### src/rtl/edram_row_ctrl_if.sv
`default_nettype none
// ============================================================================
// Module      : edram_row_ctrl_if
// Description : Host row-access handshake between a host and the eDRAM row
//               sequencer.
//               master : host side      (drives req_valid, req_row)
//               slave  : sequencer side (drives req_ready, acc_done)
//               Ports carried:
//                 req_valid  host requests a row activation
//                 req_row    host row address, sampled on accept
//                 req_ready  sequencer can accept this cycle
//                 acc_done   one-cycle pulse when a host activation finishes
// Revision    : 1.0 - initial release
// ============================================================================
interface edram_row_ctrl_if #(
   parameter int ROW_BITS = 8
);
   logic                req_valid;
   logic [ROW_BITS-1:0] req_row;
   logic                req_ready;
   logic                acc_done;

   modport master (
      output req_valid,
      output req_row,
      input  req_ready,
      input  acc_done
   );

   modport slave (
      input  req_valid,
      input  req_row,
      output req_ready,
      output acc_done
   );
endinterface
`default_nettype wire

### src/rtl/edram_row_ctrl.sv
`default_nettype none
// ============================================================================
// Module      : edram_row_ctrl
// Description : Row-access sequencer and refresh scheduler for the 1 Mb eDRAM
//               array. Arbitrates host activations against periodic refresh,
//               times the wordline-active and precharge phases, and walks a
//               wrapping refresh row pointer.
//               Ports:
//                 clk, rst_n    clock, asynchronous active-low reset
//                 host          host handshake (slave side of the interface)
//                 row_addr      registered row address to the decoder
//                 decode_en     registered wordline enable
//                 ref_busy      high during a refresh activation + precharge
//                 pend_cnt      pending refresh count (saturating)
//                 ref_overflow  sticky: a refresh tick was lost at saturation
// Revision    : 1.0 - initial release
// ============================================================================
module edram_row_ctrl #(
   parameter int ROW_BITS = 8,
   parameter int REFI     = 64,
   parameter int T_ACT    = 3,
   parameter int T_PRE    = 2,
   parameter int PEND_MAX = 8
) (
   input  wire                              clk,
   input  wire                              rst_n,
   edram_row_ctrl_if.slave                  host,
   output logic [ROW_BITS-1:0]              row_addr,
   output logic                             decode_en,
   output logic                             ref_busy,
   output logic [$clog2(PEND_MAX+1)-1:0]    pend_cnt,
   output logic                             ref_overflow
);

   localparam int c_pend_bits = $clog2(PEND_MAX + 1);
   localparam int c_tmr_bits  = $clog2(REFI);
   localparam int c_ph_max    = (T_ACT > T_PRE) ? T_ACT : T_PRE;
   localparam int c_ph_bits   = $clog2(c_ph_max + 1);

   typedef enum logic [1:0] {
      IDLE = 2'd0,
      ACT  = 2'd1,
      PRE  = 2'd2
   } state_t;

   state_t                  state_q,        state_d;
   logic [c_ph_bits-1:0]    ph_q,           ph_d;
   logic [c_tmr_bits-1:0]   timer_q,        timer_d;
   logic [c_pend_bits-1:0]  pend_cnt_q,     pend_cnt_d;
   logic                    ref_overflow_q, ref_overflow_d;
   logic [ROW_BITS-1:0]     ref_row_q,      ref_row_d;
   logic [ROW_BITS-1:0]     row_addr_q,     row_addr_d;
   logic                    decode_en_q,    decode_en_d;
   logic                    ref_busy_q,     ref_busy_d;
   logic                    acc_done_q,     acc_done_d;
   logic                    host_q,         host_d;   // current activation is a host access

   logic w_tick;
   logic w_pend_full;
   logic w_req_ready;
   logic w_ref_start;
   logic w_host_start;

   assign w_tick      = (timer_q == c_tmr_bits'(REFI - 1));
   assign w_pend_full = (pend_cnt_q == c_pend_bits'(PEND_MAX));
   assign w_req_ready = (state_q == IDLE) && !w_pend_full;

   // Arbitration in IDLE: a saturated refresh backlog beats the host, the host
   // beats a non-urgent backlog.
   always_comb begin
      w_ref_start  = 1'b0;
      w_host_start = 1'b0;
      if (state_q == IDLE) begin
         if (w_pend_full) begin
            w_ref_start = 1'b1;
         end else if (host.req_valid && w_req_ready) begin
            w_host_start = 1'b1;
         end else if (pend_cnt_q != '0) begin
            w_ref_start = 1'b1;
         end
      end
   end

   always_comb begin
      state_d        = state_q;
      ph_d           = ph_q;
      row_addr_d     = row_addr_q;
      decode_en_d    = decode_en_q;
      ref_busy_d     = ref_busy_q;
      acc_done_d     = 1'b0;
      host_d         = host_q;
      ref_row_d      = ref_row_q;
      timer_d        = w_tick ? '0 : timer_q + c_tmr_bits'(1);
      pend_cnt_d     = pend_cnt_q;
      ref_overflow_d = ref_overflow_q;

      case (state_q)
         IDLE: begin
            if (w_ref_start || w_host_start) begin
               state_d     = ACT;
               ph_d        = '0;
               decode_en_d = 1'b1;
               host_d      = w_host_start;
            end
            if (w_host_start) begin
               row_addr_d = host.req_row;
            end
            if (w_ref_start) begin
               row_addr_d = ref_row_q;
               ref_row_d  = ref_row_q + ROW_BITS'(1);
               ref_busy_d = 1'b1;
            end
         end
         ACT: begin
            if (ph_q < c_ph_bits'(T_ACT - 1)) begin
               ph_d = ph_q + c_ph_bits'(1);
            end else begin
               state_d     = PRE;
               ph_d        = '0;
               decode_en_d = 1'b0;
               acc_done_d  = host_q;
            end
         end
         PRE: begin
            if (ph_q < c_ph_bits'(T_PRE - 1)) begin
               ph_d = ph_q + c_ph_bits'(1);
            end else begin
               state_d    = IDLE;
               ref_busy_d = 1'b0;
            end
         end
         default: begin
            state_d     = IDLE;
            decode_en_d = 1'b0;
            ref_busy_d  = 1'b0;
         end
      endcase

      // A tick landing on the same edge as a refresh start cancels out: the
      // new request replaces the one being served, so nothing is lost.
      if (w_tick && w_ref_start) begin
         pend_cnt_d = pend_cnt_q;
      end else if (w_tick) begin
         if (w_pend_full) begin
            ref_overflow_d = 1'b1;
         end else begin
            pend_cnt_d = pend_cnt_q + c_pend_bits'(1);
         end
      end else if (w_ref_start) begin
         pend_cnt_d = pend_cnt_q - c_pend_bits'(1);
      end
   end

   always_ff @(posedge clk or negedge rst_n) begin
      if (!rst_n) begin
         state_q        <= IDLE;
         ph_q           <= '0;
         timer_q        <= '0;
         pend_cnt_q     <= '0;
         ref_overflow_q <= 1'b0;
         ref_row_q      <= '0;
         row_addr_q     <= '0;
         decode_en_q    <= 1'b0;
         ref_busy_q     <= 1'b0;
         acc_done_q     <= 1'b0;
         host_q         <= 1'b0;
      end else begin
         state_q        <= state_d;
         ph_q           <= ph_d;
         timer_q        <= timer_d;
         pend_cnt_q     <= pend_cnt_d;
         ref_overflow_q <= ref_overflow_d;
         ref_row_q      <= ref_row_d;
         row_addr_q     <= row_addr_d;
         decode_en_q    <= decode_en_d;
         ref_busy_q     <= ref_busy_d;
         acc_done_q     <= acc_done_d;
         host_q         <= host_d;
      end
   end

   assign host.req_ready = w_req_ready;
   assign host.acc_done  = acc_done_q;
   assign row_addr       = row_addr_q;
   assign decode_en      = decode_en_q;
   assign ref_busy       = ref_busy_q;
   assign pend_cnt       = pend_cnt_q;
   assign ref_overflow   = ref_overflow_q;

endmodule
`default_nettype wire
### src/flat_wrapper.sv
// flat-port wrapper written by rule: the top's interface ports become plain ports
module edram_row_ctrl_flat 
#(
   parameter int ROW_BITS = 8,
   parameter int REFI     = 64,
   parameter int T_ACT    = 3,
   parameter int T_PRE    = 2,
   parameter int PEND_MAX = 8
)
  (clk, rst_n, row_addr, decode_en, ref_busy, pend_cnt, ref_overflow, host_req_valid, host_req_row, host_req_ready, host_acc_done);
  edram_row_ctrl_if #(.ROW_BITS(ROW_BITS)) host_i ();
  input  wire clk;
  input  wire rst_n;
  output logic [ROW_BITS-1:0] row_addr;
  output logic decode_en;
  output logic ref_busy;
  output logic [$clog2(PEND_MAX+1)-1:0] pend_cnt;
  output logic ref_overflow;
  input wire logic [$bits(host_i.req_valid)-1:0] host_req_valid;
  input wire logic [$bits(host_i.req_row)-1:0] host_req_row;
  output wire logic [$bits(host_i.req_ready)-1:0] host_req_ready;
  output wire logic [$bits(host_i.acc_done)-1:0] host_acc_done;
  assign host_i.req_valid = host_req_valid;
  assign host_i.req_row = host_req_row;
  assign host_req_ready = host_i.req_ready;
  assign host_acc_done = host_i.acc_done;
  edram_row_ctrl #(.ROW_BITS(ROW_BITS), .REFI(REFI), .T_ACT(T_ACT), .T_PRE(T_PRE), .PEND_MAX(PEND_MAX)) u_core (.clk(clk), .rst_n(rst_n), .host(host_i), .row_addr(row_addr), .decode_en(decode_en), .ref_busy(ref_busy), .pend_cnt(pend_cnt), .ref_overflow(ref_overflow));
endmodule
### config.mk
export PLATFORM = sky130hd
export DESIGN_NAME = edram_row_ctrl_flat
export DESIGN_NICKNAME = d
export VERILOG_FILES = /design/src/rtl/edram_row_ctrl_if.sv /design/src/rtl/edram_row_ctrl.sv /design/src/flat_wrapper.sv
export SDC_FILE = /design/constraint.sdc
export NUM_CORES = 1
export LEC_CHECK = 0
export BUFFER_PORTS_ARGS = -buffer_cell sky130_fd_sc_hd__clkbuf_2
export CORE_ASPECT_RATIO = 1.75
export CORE_MARGIN = 2
export CORE_UTILIZATION = 30
export DETAILED_ROUTE_END_ITERATION = 8
export GPL_TIMING_DRIVEN = 0
export PLACE_DENSITY = 0.46
export SYNTH_ARGS = -nofsm -noshare
export SYNTH_HDL_FRONTEND = slang
export SYNTH_SLANG_ARGS = --single-unit
### constraint.sdc
create_clock -name clk -period 6.4 [get_ports clk]
set_input_delay 1.28 -clock clk [delete_from_list [all_inputs] [get_ports clk]]
set_output_delay 1.28 -clock clk [all_outputs]
set_load 0.01 [all_outputs]
==> impl_results.md <==
- Synth Area per Inst: 11.2 µm²
- Setup Viol. Count Final: 0
- Full die area: 6610 µm²
- Leak: 1.02 nW
- Cells after Synth: ~160
- Status: finished, final reports clean
- Io pins: 28
- Drt drc: 0
- Async SR Flop Fraction: 1.00
- Number of gates resized after cts: 0
- Net count, final: 216
- Switch Pwr: 0.383 mW
- Gate power share: 0.440
- Buffers plus inverters on the worst setup path: 1
- Hold WC Path Type: flip-flop to flip-flop
- Setup Skew: 0.00527 ns
- P_int: 0.610 mW
- Yosys top cell by area: dfrtp_1
- Die width: approximately 62 µm
- Chip Height: 106 µm
- Top cells by area, synth: dfrtp_1 49%, ha_1 7.7%, mux2i_1 5.6%
- Synth unique cells: 38
- Worst setup path endpoint: host_req_ready
- RSZ-0062 raised after global routing: no
- Crit share post-route: 0.463
- Multi-input logic area: about 860 µm²
- Most frequent cell after synthesis: dfrtp_1
- Fin Setup TNS: 0 ns
- GRT Total Usage: 0.123
- Worst skew pair latency: ~0.28 ns
- Yosys warns: 0
- Min cycle time layout: 2.96 ns
- Final Hold Slack: 0.468 ns
- Longest Clk Path Bufs: 2
- Core area: 5830 µm²
- Clock power share: 0.178
- Vias in the first global route: 1322
- Pin count of the biggest net entering global routing: 36
- Mapped Area: 1790 µm²
- Util after Layout: 0.363
- Root buf cell: clkbuf_8
- Critical path type: flip-flop to output port
- Fill count: 618
- Final ANT Viol Nets: 0
- Area grow syn2layout: 18.6%
- WP data arrival: 1.68 ns
- Worst vdd ir: 170 µV
- Antenna cell count: 0
- FF-to-FF setup slack: 4.03 ns
- Commonest cells post-synth: 35 x dfrtp_1, 15 x nand2_1, 11 x ha_1, 10 x mux2i_1
- DRT Wirelength: 3670 µm
- Crit path from: u_core.pend_cnt[0]
- Area of all sequential standard cells: between 800 and 900 µm²
- Clock slew at reported path FFs: 0.07 ns
- Crit path max-delay cell type: or4b_4
- Max-slew headroom: 0.414
- Max Cap Viol: 0
- Worst slew pin tran: 0.879 ns
- Post-synthesis sequential area ratio: 0.491
- Fin. max-slew vios: 0
- Critical Path, Cell by Cell: or4b_4, and2_1, clkbuf_2
- Htree depth: 2
- Reg2Reg Depth: 9
- Rows: 37
- CP max FO: 8
- EDFF count, synth: 0
- Post-CTS Setup Repair Bufs: 0
- CTS tree: done
- Post-synth top area share: 0.491
- CTS Sinks: 35
- Fmax: 338 MHz
- PortBufs: 27
- Syn_nets: 182
- Switch share: 0.386
- Initial antenna violation count: 0
- Register bit total from synthesis: 35
- Final hold violations: 0
- RePlAce Congestion: 0.721
- Vias: 1276
- Largest stage delay, worst path: 0.60 ns
- Required @ worst endpoint: 5.12 ns
- Reg2Reg Launch Point: u_core.timer_q[0]
- DR pass1 iterations: 4
- CP Capture Type: output port
- Startpoint types: flip-flop
- Sequential group share of total power: 0.382
- HPWL after DPL: 2800 µm
- DRT iter0 DRCs: 58
- Ratio of cells with drive above 1 in the final layout: 0.242
- Routed vias/inst: 4.69
- Power per Cell Area: around 470 nW/µm²
- Cts hold-fix bufs: 0
- Total global routing overflow: 0
- Initial Utilization: 0.306
- WHS Path Cells: 1
- WP depth: 3
- Wirelength per Cell: 13.5 µm
- Total CTS buffers: 5
- R2r endpoint: u_core.pend_cnt[3]
- Predominant post-synthesis flop cell: dfrtp_1
- Cell family with most CP delay: simple AND/OR/NAND/NOR gates
- First-pass GRT wire length: ~6400 µm
-- layer usage --
metal  vias up  track usage  routed length (µm)
li1        627            -                   -
met5         -            0                   0
met4         0       0.0556                  91
met2        33        0.224                1950
met3         8       0.0296                 152
met1       608        0.132                1470
-- per-stage QoR --
stage	power, mW	worst slack [ns]	area, µm²	std cells
after floorplan	0.686	3.86	1790	159
after global placement	0.807	3.75	2020	264
after detailed placement	0.829	3.74	2020	264
after CTS	1.01	3.43	2120	272
after global routing	1.08	3.38	2120	272
final	0.993	3.44	2120	272
-- registers in the layout, summed over array words and instances, names as in the netlist --
signal,flops
u_core.row_addr,8
u_core.decode_en,1
u_core.timer_q,6
u_core.ph_q,2
u_core.state_q,2
u_core.ref_row_q,8
u_core.ref_overflow,1
u_core.host.acc_done,1
u_core.ref_busy,1
u_core.host_q,1
u_core.pend_cnt,4
-- cells by family after synthesis --
group	after synthesis	share of synthesized area
adders and majority gates	12	0.0883
buffers and inverters	9	0.0280
xor gates and xnor gates	13	0.0638
AOI/OAI and AO/OA	27	0.0967
muxes	15	0.0876
and+or+nand+nor	48	0.145
DFF	35	0.491
-- how the worst min path moves through the flow --
stage / start / end / slack (ns)
after floorplan: u_core.host_q / u_core.host_q / 0.44
final: u_core.ref_overflow / u_core.ref_overflow / 0.47
after CTS: u_core.ref_overflow / u_core.ref_overflow / 0.48
after detailed placement: u_core.ref_overflow / u_core.ref_overflow / 0.45
after global placement: u_core.ref_overflow / u_core.ref_overflow / 0.45
after global routing: u_core.ref_overflow / u_core.ref_overflow / 0.50
-- power by group through the flow --
stage | registers, mW | logic (mW) | clock network [mW]
floorplan | 0.387 | 0.300 | 0
global placement | 0.380 | 0.427 | 0
detailed placement | 0.384 | 0.444 | 0
CTS | 0.380 | 0.448 | 0.185
global route | 0.392 | 0.490 | 0.194
finish | 0.379 | 0.437 | 0.177
-- final cells by class --
| class | instances | area share |
|---|---|---|
| clock buffers | 8 | 0.0473 |
| inverters | 6 | 0.0106 |
| repair buffers | 27 | 0.0638 |
| plain buffers | 3 | 0.0130 |
| flip-flops and latches | 35 | 0.413 |
| multi-input cells | 115 | 0.406 |
| well taps | 78 | 0.0461 |
-- placed cells by master, fill, tap and decap left out, drive strengths merged, types with 3 or more instances in the layout --
| cell | synthesis | routed |
|---|---|---|
| a21o | 3 | 3 |
| a21oi | 5 | 5 |
| and2 | 4 | 4 |
| and3 | 4 | 4 |
| buf | 3 | 3 |
| clkbuf | 0 | 35 |
| dfrtp | 35 | 35 |
| ha | 11 | 11 |
| inv | 6 | 6 |
| mux2 | 5 | 5 |
| mux2i | 10 | 10 |
| nand2 | 16 | 16 |
| nand3 | 8 | 8 |
| nor2 | 4 | 4 |
| o21ai | 12 | 12 |
| xnor2 | 7 | 7 |
| xor2 | 6 | 6 |
Note: power is estimated with default switching activity, not from simulation.
